<file path="src/rtl/power_est_pkg.sv">
// Shared types and constants for the power-estimation window controller.
package power_est_pkg;

    localparam int CNT_W      = 32;
    localparam int EST_W      = 64;
    localparam int SETTLE_LEN = 2;
    localparam int HYST_SHIFT = 3;
    localparam int SETTLE_W   = (SETTLE_LEN > 1) ? $clog2(SETTLE_LEN) : 1;

    typedef enum logic [1:0] {
        IDLE,
        ACCUM,
        SETTLE,
        REPORT
    } win_state_t;

    // Throttle releases only once the estimate drops a budget/8 margin below the budget.
    function automatic logic throttle_release(input logic [EST_W-1:0] estimate,
                                              input logic [EST_W-1:0] budget);
        return estimate <= (budget - (budget >> HYST_SHIFT));
    endfunction

endpackage

</file>
<file path="src/rtl/sat_event_counter.sv">
// Saturating activity counter: synchronous clear wins over increment, sticks at all-ones.
module sat_event_counter
    import power_est_pkg::*;
(
    input  logic             clk,
    input  logic             reset,
    input  logic             clear,
    input  logic             inc,
    output logic [CNT_W-1:0] count
);

    always_ff @(posedge clk or posedge reset) begin
        if (reset) begin
            count <= '0;
        end else if (clear) begin
            count <= '0;
        end else if (inc && (count != '1)) begin
            count <= count + 1'b1;
        end
    end

endmodule

</file>
<file path="src/rtl/power_window_ctrl.sv">
// Windowed activity counter / power report controller.
// Optional hysteretic throttle output enabled by defining POWER_THROTTLE_EN.
module power_window_ctrl
    import power_est_pkg::*;
#(
    parameter int WIN_W = 16
) (
    input  logic             clk,
    input  logic             reset,
    input  logic             enable,
    input  logic [WIN_W-1:0] window_len,
    input  logic             fsm_transition_evt,
    input  logic             pcwrite_toggle_evt,
    input  logic             recovery_cycle_evt,
    output logic [CNT_W-1:0] fsm_transition_count,
    output logic [CNT_W-1:0] pcwrite_toggle_count,
    output logic [CNT_W-1:0] recovery_cycle_count,
    input  logic [EST_W-1:0] power_estimate,
    input  logic [EST_W-1:0] budget,
    output logic             rpt_valid,
    input  logic             rpt_ready,
    output logic [EST_W-1:0] rpt_estimate,
    output logic             rpt_over,
    output logic             throttle
);

    localparam logic [SETTLE_W-1:0] SETTLE_LAST = SETTLE_W'(SETTLE_LEN - 1);

    win_state_t          state;
    win_state_t          state_next;
    logic [WIN_W-1:0]    win_cnt;
    logic [SETTLE_W-1:0] settle_cnt;
    logic                start_window;
    logic                count_en;
    logic                capture;
    logic                settle_done;

    assign settle_done = (settle_cnt == SETTLE_LAST);
    assign rpt_valid   = (state == REPORT);

    always_ff @(posedge clk or posedge reset) begin
        if (reset) begin
            state <= IDLE;
        end else begin
            state <= state_next;
        end
    end

    // enable is only looked at when a window could start, so dropping it mid-window
    // lets the current report finish.
    always_comb begin
        state_next   = state;
        start_window = 1'b0;
        count_en     = 1'b0;
        capture      = 1'b0;
        case (state)
            IDLE: begin
                if (enable) begin
                    start_window = 1'b1;
                    state_next   = ACCUM;
                end
            end
            ACCUM: begin
                count_en = 1'b1;
                if (win_cnt <= WIN_W'(1)) begin
                    state_next = SETTLE;
                end
            end
            SETTLE: begin
                if (settle_done) begin
                    capture    = 1'b1;
                    state_next = REPORT;
                end
            end
            REPORT: begin
                if (rpt_ready) begin
                    if (enable) begin
                        start_window = 1'b1;
                        state_next   = ACCUM;
                    end else begin
                        state_next = IDLE;
                    end
                end
            end
            default: begin
                state_next = IDLE;
            end
        endcase
    end

    // Settle waits out the estimator's register stage before the estimate is taken.
    always_ff @(posedge clk or posedge reset) begin
        if (reset) begin
            win_cnt      <= '0;
            settle_cnt   <= '0;
            rpt_estimate <= '0;
            rpt_over     <= 1'b0;
        end else begin
            if (start_window) begin
                win_cnt <= (window_len == '0) ? WIN_W'(1) : window_len;
            end else if (count_en) begin
                win_cnt <= win_cnt - 1'b1;
            end

            if (state != SETTLE) begin
                settle_cnt <= '0;
            end else if (!settle_done) begin
                settle_cnt <= settle_cnt + 1'b1;
            end

            if (capture) begin
                rpt_estimate <= power_estimate;
                rpt_over     <= (power_estimate > budget);
            end
        end
    end

    sat_event_counter u_fsm_cnt (
        .clk   (clk),
        .reset (reset),
        .clear (start_window),
        .inc   (count_en & fsm_transition_evt),
        .count (fsm_transition_count)
    );

    sat_event_counter u_pcw_cnt (
        .clk   (clk),
        .reset (reset),
        .clear (start_window),
        .inc   (count_en & pcwrite_toggle_evt),
        .count (pcwrite_toggle_count)
    );

    sat_event_counter u_rec_cnt (
        .clk   (clk),
        .reset (reset),
        .clear (start_window),
        .inc   (count_en & recovery_cycle_evt),
        .count (recovery_cycle_count)
    );

`ifdef POWER_THROTTLE_EN
    always_ff @(posedge clk or posedge reset) begin
        if (reset) begin
            throttle <= 1'b0;
        end else if (capture) begin
            if (power_estimate > budget) begin
                throttle <= 1'b1;
            end else if (throttle_release(power_estimate, budget)) begin
                throttle <= 1'b0;
            end
        end
    end
`else
    assign throttle = 1'b0;
`endif

endmodule

</file>
<file path="config.mk">
export PLATFORM = sky130hd
export DESIGN_NAME = power_window_ctrl
export DESIGN_NICKNAME = d
export VERILOG_FILES = /design/src/rtl/power_est_pkg.sv /design/src/rtl/sat_event_counter.sv /design/src/rtl/power_window_ctrl.sv
export SDC_FILE = /design/constraint.sdc
export NUM_CORES = 1
export LEC_CHECK = 0
export CAP_MARGIN = 10
export CORE_MARGIN = 2
export CORE_UTILIZATION = 48
export CTS_CLUSTER_DIAMETER = 40
export CTS_CLUSTER_SIZE = 25
export DETAILED_ROUTE_END_ITERATION = 10
export PLACE_DENSITY = 0.83
export REMOVE_ABC_BUFFERS = 1
export SYNTH_ARGS = -nofsm -noshare
export SYNTH_HDL_FRONTEND = slang
export SYNTH_HIERARCHICAL = 1
export SYNTH_SLANG_ARGS = --single-unit
</file>
<file path="constraint.sdc">
create_clock -name clk -period 4.35 [get_ports clk]
set_clock_uncertainty 0.2 [all_clocks]
set_input_delay 0.435 -clock clk [delete_from_list [all_inputs] [get_ports clk]]
set_output_delay 0.435 -clock clk [all_outputs]
set_load 0.02 [all_outputs]
</file>
==> impl_summary.log, run 1 <==
[metrics] library cell occupying the most area in the post-synthesis netlist: sky130_fd_sc_hd__dfrtp_1
[metrics] num rows: 54
[metrics] via count of the first global-routing pass: 9876
[metrics] hold buffer count at CTS: 0
[metrics] effective utilization at floorplan: 48.5%
[metrics] WL per Instance: 18.5 um
[metrics] number of flops mapped to enable cells by yosys: 0
[metrics] area share of the largest cell type after synthesis: 42.9%
[metrics] Post-CTS Setup Inserts: 0
[metrics] Max IR drop VDD: 0.304 mV
[metrics] clk sink count: 180
[metrics] number of nets at the end of the flow: 1620
[metrics] element type at the critical path start: flip-flop
[metrics] post-cts gate resize count: 0
[metrics] count of mapped cells out of synthesis: 1084
[metrics] Unique masters post-synth: 58
[metrics] number of cells in the design after placement: 1654
[metrics] post-route cell area: 14500 um^2
[metrics] full die area: 23100 um^2
[metrics] Syn Std Cell Area: 10500 um^2
[metrics] clock latency of the later-clocked register in the worst-skew pair: 420 ps
[metrics] number of antenna violations at the first check in global routing: 4
[metrics] total negative slack: 0 ps
[metrics] number of buffers added on ports: 312
[metrics] CTS HTree Levels: 4
[metrics] clock edge transition at the registers on the reported setup and hold paths: 70 ps
[metrics] Placed Instance Area: 13900 um^2
[metrics] share of the core filled with cells in the final layout: 67.2%
[metrics] vias per cell: 5.85
[metrics] Warnings, synthesis: 6
[metrics] TritonCTS clock tree: yes
[metrics] total of max-cap violations: 0
[metrics] Worst EP arrival: 3470 ps
[metrics] Worst Setup Path Type: flip-flop to flip-flop
[metrics] overall power of the completed layout: 6.86 mW
[metrics] headroom to the max-slew limit: 20.3%
[metrics] Antenna Nets Post-Route: 0
[metrics] count of state elements after synthesis: 180
[metrics] starting DRC count in detailed routing: 502
[metrics] Area Overhead vs Synth: 38.5%
[metrics] slew at the pin with the worst max-slew slack: 1180 ps
[metrics] leakage power summed over all cells: 6.08 nW
[metrics] number of primary I/O pins: 314
[metrics] Commonest cells post-synth: sky130_fd_sc_hd__dfrtp_1 (180), sky130_fd_sc_hd__a21oi_1 (121), sky130_fd_sc_hd__inv_1 (99)
[metrics] result of the run: completed
[metrics] Period minus WS final: 3320 ps
[metrics] final period utilization: 76.3%
[metrics] Residual DRC: 0
[metrics] Overall Global Routing Usage: 26.5%
[metrics] placer's final routability congestion estimate: 0.935
[metrics] number of failing hold endpoints at the final stage: 0
[metrics] Final Max Slew Viols: 0
[metrics] maximum number of pins on one net before global-route repair: 124
[metrics] fraction of registers with async set/reset: 100%
[metrics] RSZ-0062 raised after global routing: false
[metrics] floorplan die height: 152 um
[metrics] largest fanout of any net on the critical path: 15
[metrics] fmax: 301 MHz
[metrics] total number of vias: 9889
[metrics] most used standard cell by instance count after synthesis: sky130_fd_sc_hd__dfrtp_1
[metrics] layout cell share with drive strength beyond 1: 9.23%
[metrics] Non-Filler Instances: 1691
[metrics] Placeable Area: 21600 um^2
[metrics] Min-Delay Path Class: input port to async pin
[metrics] type of element capturing the critical path: flip-flop
[metrics] Root Buffer Master: sky130_fd_sc_hd__clkbuf_16
[metrics] Die W: 152 um
[metrics] number of optimization iterations in the first detailed-route pass: 7
[metrics] Setup Viol. Count Final: 0
[metrics] sequential-to-total area share from yosys stat: 42.9%
[metrics] most used flip-flop cell after synthesis: sky130_fd_sc_hd__dfrtp_1
[metrics] ranking of synthesized cells by area: sky130_fd_sc_hd__dfrtp_1 (43%), sky130_fd_sc_hd__ha_1 (8.8%), sky130_fd_sc_hd__mux2_2 (6.8%)
[metrics] global route total overflow: 0
[metrics] final WL: 31.3 mm
[metrics] WP data required: 4500 ps
[metrics] synthesized area divided by synthesized cell count: 9.68 um^2
[metrics] Clock Path Buffers: 2
[metrics] CTS buffer count: 17
[metrics] wire length of the first global-routing pass: 50.3 mm
[metrics] half-perimeter wire length after placement: 23.6 mm
[metrics] power per cell area: 472 nW/um^2
==> cell families (layout without fill, tap and decap cells) <==
group | count (synthesis) | after routing | share of synthesized area [%]
AND/OR/NAND/NOR | 336 | 336 | 18.4
AO/OA/AOI/OAI | 276 | 276 | 16.1
flip-flops | 180 | 180 | 42.9
buffers and inverters | 132 | 456 | 5.01
adder cells (fa/ha/maj) | 74 | 74 | 8.82
multiplexers | 68 | 68 | 7.29
XOR/XNOR | 17 | 17 | 1.42
other | 1 | 4 | 0.0357
==> layout make-up <==
type	count	area, um^2
timing repair buffer	325	3250
tap	280	350
antenna	3	7.51
multi-input combinational	772	5470
sequential	180	4500
clock buffer	21	470
fill	1743	7090
clock inverter	11	104
inverter	99	373
==> path summary, 6_finish.rpt <==
| check | cells past startpoint | slack (ps) | start | endpoint |
|---|---|---|---|---|
| worst max-delay path | 9 | 1030 | state[1] | u_pcw_cnt/count[27] |
| worst min register to register | 2 | 290 | rpt_estimate[0] | rpt_estimate[0] |
| min in group clk | 2 | 290 | rpt_estimate[0] | rpt_estimate[0] |
| max in group asynchronous | 3 | 2730 | reset | win_cnt[12] |
| worst min-delay path | 2 | 270 | reset | u_pcw_cnt/count[6] |
| worst max register to register | 9 | 1030 | state[1] | u_pcw_cnt/count[27] |
==> cell usage in the layout, fill, tap and decap left out, drive strengths merged, types with 12 or more instances in the layout <==
| cell | synthesis | routed |
|---|---|---|
| dfrtp | 180 | 180 |
| o31ai | 46 | 46 |
| nand3 | 37 | 37 |
| or4 | 47 | 47 |
| nand2 | 77 | 77 |
| nand4 | 32 | 32 |
| or3 | 41 | 41 |
| a21oi | 121 | 121 |
| buf | 13 | 12 |
| nor4 | 19 | 19 |
| clkdlybuf4s50 | 0 | 312 |
| ha | 74 | 74 |
| nor2 | 34 | 34 |
| o21ai | 60 | 60 |
| mux2 | 64 | 64 |
| and4 | 13 | 13 |
| inv | 99 | 108 |
| clkbuf | 20 | 22 |
==> sequential cells by signal, indices dropped and copies added, names as in the netlist <==
| signal | count |
|---|---|
| rpt_estimate | 64 |
| u_fsm_cnt/count | 32 |
| u_pcw_cnt/count | 32 |
| u_rec_cnt/count | 32 |
| win_cnt | 16 |
| state | 2 |
| rpt_over | 1 |
| settle_cnt | 1 |
==> power by group <==
group / switching, mW / internal, mW / leakage, nW
sequential: 0.341 / 2.13 / 2.33
combinational: 1.48 / 1.38 / 3.47
clock: 0.723 / 0.806 / 0.286
==> worst max-delay path, stage by stage, from the launching register on <==
cell and delay [ps]:
sky130_fd_sc_hd__dfrtp_1 430, sky130_fd_sc_hd__inv_1 130, sky130_fd_sc_hd__ha_1 540, sky130_fd_sc_hd__and2_1 280
sky130_fd_sc_hd__nand4_1 280, sky130_fd_sc_hd__nor3_1 360, sky130_fd_sc_hd__o311ai_1 150, sky130_fd_sc_hd__buf_4 200
sky130_fd_sc_hd__or4_1 510, sky130_fd_sc_hd__a21oi_1 170
==> metal layers <==
metal	vias up	track usage, %	routed length, um
met1	4810	32.2	12700
met5	-	0	13
met3	59	6.82	2090
met2	356	45.7	15600
met4	2	9.17	933
li1	4662	-	-
==> per-stage QoR <==
stage / hold slack, ps / worst slack (ps)
final: 272 / 1030
after global routing: 315 / 844
after CTS: 291 / 1100
after detailed placement: 273 / 1070
after global placement: 266 / 1110
after floorplan: 301 / -3920
No activity file was read; power rests on OpenSTA's default activity.
==> run 2: changes to the inputs <==
CORE_UTILIZATION = 44   (was 48)
PLACE_DENSITY = 0.8   (was 0.83)
clock period = 3 ns   (was 4.35 ns; I/O delays follow)
==> impl_summary.log, run 2 (synthesized netlist as in run 1, its figures left out) <==
[metrics] Max IR drop VDD: 0.564 mV
[metrics] placer's final routability congestion estimate: 0.909
[metrics] number of nets at the end of the flow: 1633
[metrics] power per cell area: 684 nW/um^2
[metrics] fin worst setup slack: 213 ps
[metrics] fmax: 359 MHz
[metrics] commonest non-fill, non-tap cells in the layout: sky130_fd_sc_hd__clkdlybuf4s50_1 (312), sky130_fd_sc_hd__dfrtp_1 (180), sky130_fd_sc_hd__a21oi_1 (121)
[metrics] RSZ-0062 raised after global routing: false
[metrics] Die W: 158 um
[metrics] num rows: 56
[metrics] number of flip-flops under the largest register name: 64
[metrics] overall power of the completed layout: 10.1 mW
[metrics] floorplan die height: 158 um
[metrics] global route total overflow: 0
[metrics] TritonCTS clock tree: yes
[metrics] Antenna Nets Post-Route: 0
[metrics] Period minus WS final: 2790 ps
[metrics] post-route cell area: 14700 um^2
[metrics] number of primary I/O pins: 314
[metrics] vias per cell: 5.66
[metrics] hold buffer count at CTS: 0
[metrics] half-perimeter wire length after placement: 23.9 mm
[metrics] Clock Path Buffers: 2
[metrics] Worst Setup Path Type: flip-flop to flip-flop
[metrics] slew at the pin with the worst max-slew slack: 832 ps
[metrics] result of the run: completed
[metrics] WP data required: 3160 ps
[metrics] total of max-cap violations: 0
[metrics] full die area: 25100 um^2
[metrics] wire length of the first global-routing pass: 49.4 mm
[metrics] Placed Instance Area: 14100 um^2
[metrics] number of optimization iterations in the first detailed-route pass: 5
[metrics] Worst EP arrival: 2940 ps
[metrics] number of antenna violations at the first check in global routing: 1
[metrics] number of failing hold endpoints at the final stage: 0
[metrics] WL per Instance: 18.0 um
[metrics] largest reg by FF count: rpt_estimate
[metrics] reg-to-reg critical path startpoint: state[1]
[metrics] via count of the first global-routing pass: 9673
[metrics] effective utilization at floorplan: 44.7%
[metrics] final WL: 31.4 mm
[metrics] Fillers: 1954
[metrics] type of element capturing the critical path: flip-flop
[metrics] dpl ws: 152 ps
[metrics] Area Overhead vs Synth: 40.3%
[metrics] total number of vias: 9852
[metrics] FF-to-FF setup slack: 210 ps
[metrics] element type at the critical path start: flip-flop
[metrics] Placeable Area: 23500 um^2
[metrics] Setup Viol. Count Final: 0
[metrics] Overall Global Routing Usage: 24.9%
[metrics] Min Hold Slack: 105 ps
[metrics] r2r worst-path depth: 10
[metrics] maximum number of pins on one net before global-route repair: 68
[metrics] clk sink count: 180
[metrics] layout cell share with drive strength beyond 1: 10.3%
[metrics] Root Buffer Master: sky130_fd_sc_hd__clkbuf_16
[metrics] largest fanout of any net on the critical path: 15
[metrics] total negative slack: 0 ps
[metrics] final period utilization: 92.9%
[metrics] Residual DRC: 0
[metrics] Min-Delay Path Class: input port to async pin
[metrics] CTS HTree Levels: 4
[metrics] clock edge transition at the registers on the reported setup and hold paths: 80 ps
[metrics] commonest non-fill, non-tap cell in the layout: sky130_fd_sc_hd__clkdlybuf4s50_1
[metrics] headroom to the max-slew limit: 44.1%
[metrics] capturing point of the worst reg2reg path: u_rec_cnt/count[27]
[metrics] number of buffers added on ports: 312
[metrics] CTS buffer count: 17
[metrics] Final Max Slew Viols: 0
[metrics] leakage power summed over all cells: 6.14 nW
[metrics] starting DRC count in detailed routing: 726
[metrics] number of antenna repair diodes: 0
[metrics] crit path from: state[1]
[metrics] clock latency of the later-clocked register in the worst-skew pair: 430 ps
run 2: worst max-delay path by stage:
stage	to	depth (start not counted)
global route	u_rec_cnt/count[14]	9
detailed placement	u_pcw_cnt/count[27]	9
CTS	u_pcw_cnt/count[27]	9
global placement	rpt_over	9
floorplan	win_cnt[14]	7
finish	u_rec_cnt/count[27]	10
run 2: final cells by class:
| class | instances | area, um^2 | share of cell area (%) |
|---|---|---|---|
| clock buffers | 17 | 425 | 2.89 |
| clock inverters | 15 | 169 | 1.15 |
| inverters | 99 | 373 | 2.53 |
| multi-input cells | 772 | 5490 | 37.3 |
| flip-flops and latches | 180 | 4500 | 30.6 |
| well taps | 319 | 399 | 2.71 |
| repair buffers | 338 | 3370 | 22.9 |
run 2: routing by layer:
metal / vias to the layer above / wire [um] / global-route usage [%]
met5: - / 13 / 0
met1: 4735 / 12700 / 30.8
met3: 61 / 2420 / 7.05
li1: 4684 / - / -
met4: 2 / 1120 / 10.5
met2: 370 / 15100 / 41.1
run 2: worst max-delay path: stages (launching register included):
cell and delay (ps):
sky130_fd_sc_hd__dfrtp_1 430, sky130_fd_sc_hd__inv_1 120, sky130_fd_sc_hd__ha_1 260, sky130_fd_sc_hd__buf_4 150
sky130_fd_sc_hd__and2_1 170, sky130_fd_sc_hd__nand4_1 140, sky130_fd_sc_hd__nor3_1 250, sky130_fd_sc_hd__o311ai_1 140
sky130_fd_sc_hd__buf_4 200, sky130_fd_sc_hd__or4_1 500, sky130_fd_sc_hd__a21oi_1 170
run 2: through the flow:
stage / cells / util (%)
after global placement: 1707 / 60.1
after floorplan: 1051 / -
after global routing: 1740 / 62.7
after detailed placement: 1707 / 60.1
final: 1740 / 62.7
after CTS: 1739 / 62.6
run 2: report_power, final:
group          internal, mW  switching [mW]
logic                  2.06            2.18
registers              3.08           0.465
clock network          1.19            1.10
total                  6.33            3.74
run 2: repair_timing:
item	in CTS	in global routing
setup endpoints to repair	0	9
resized for setup	0	3
buffers inserted	0	1
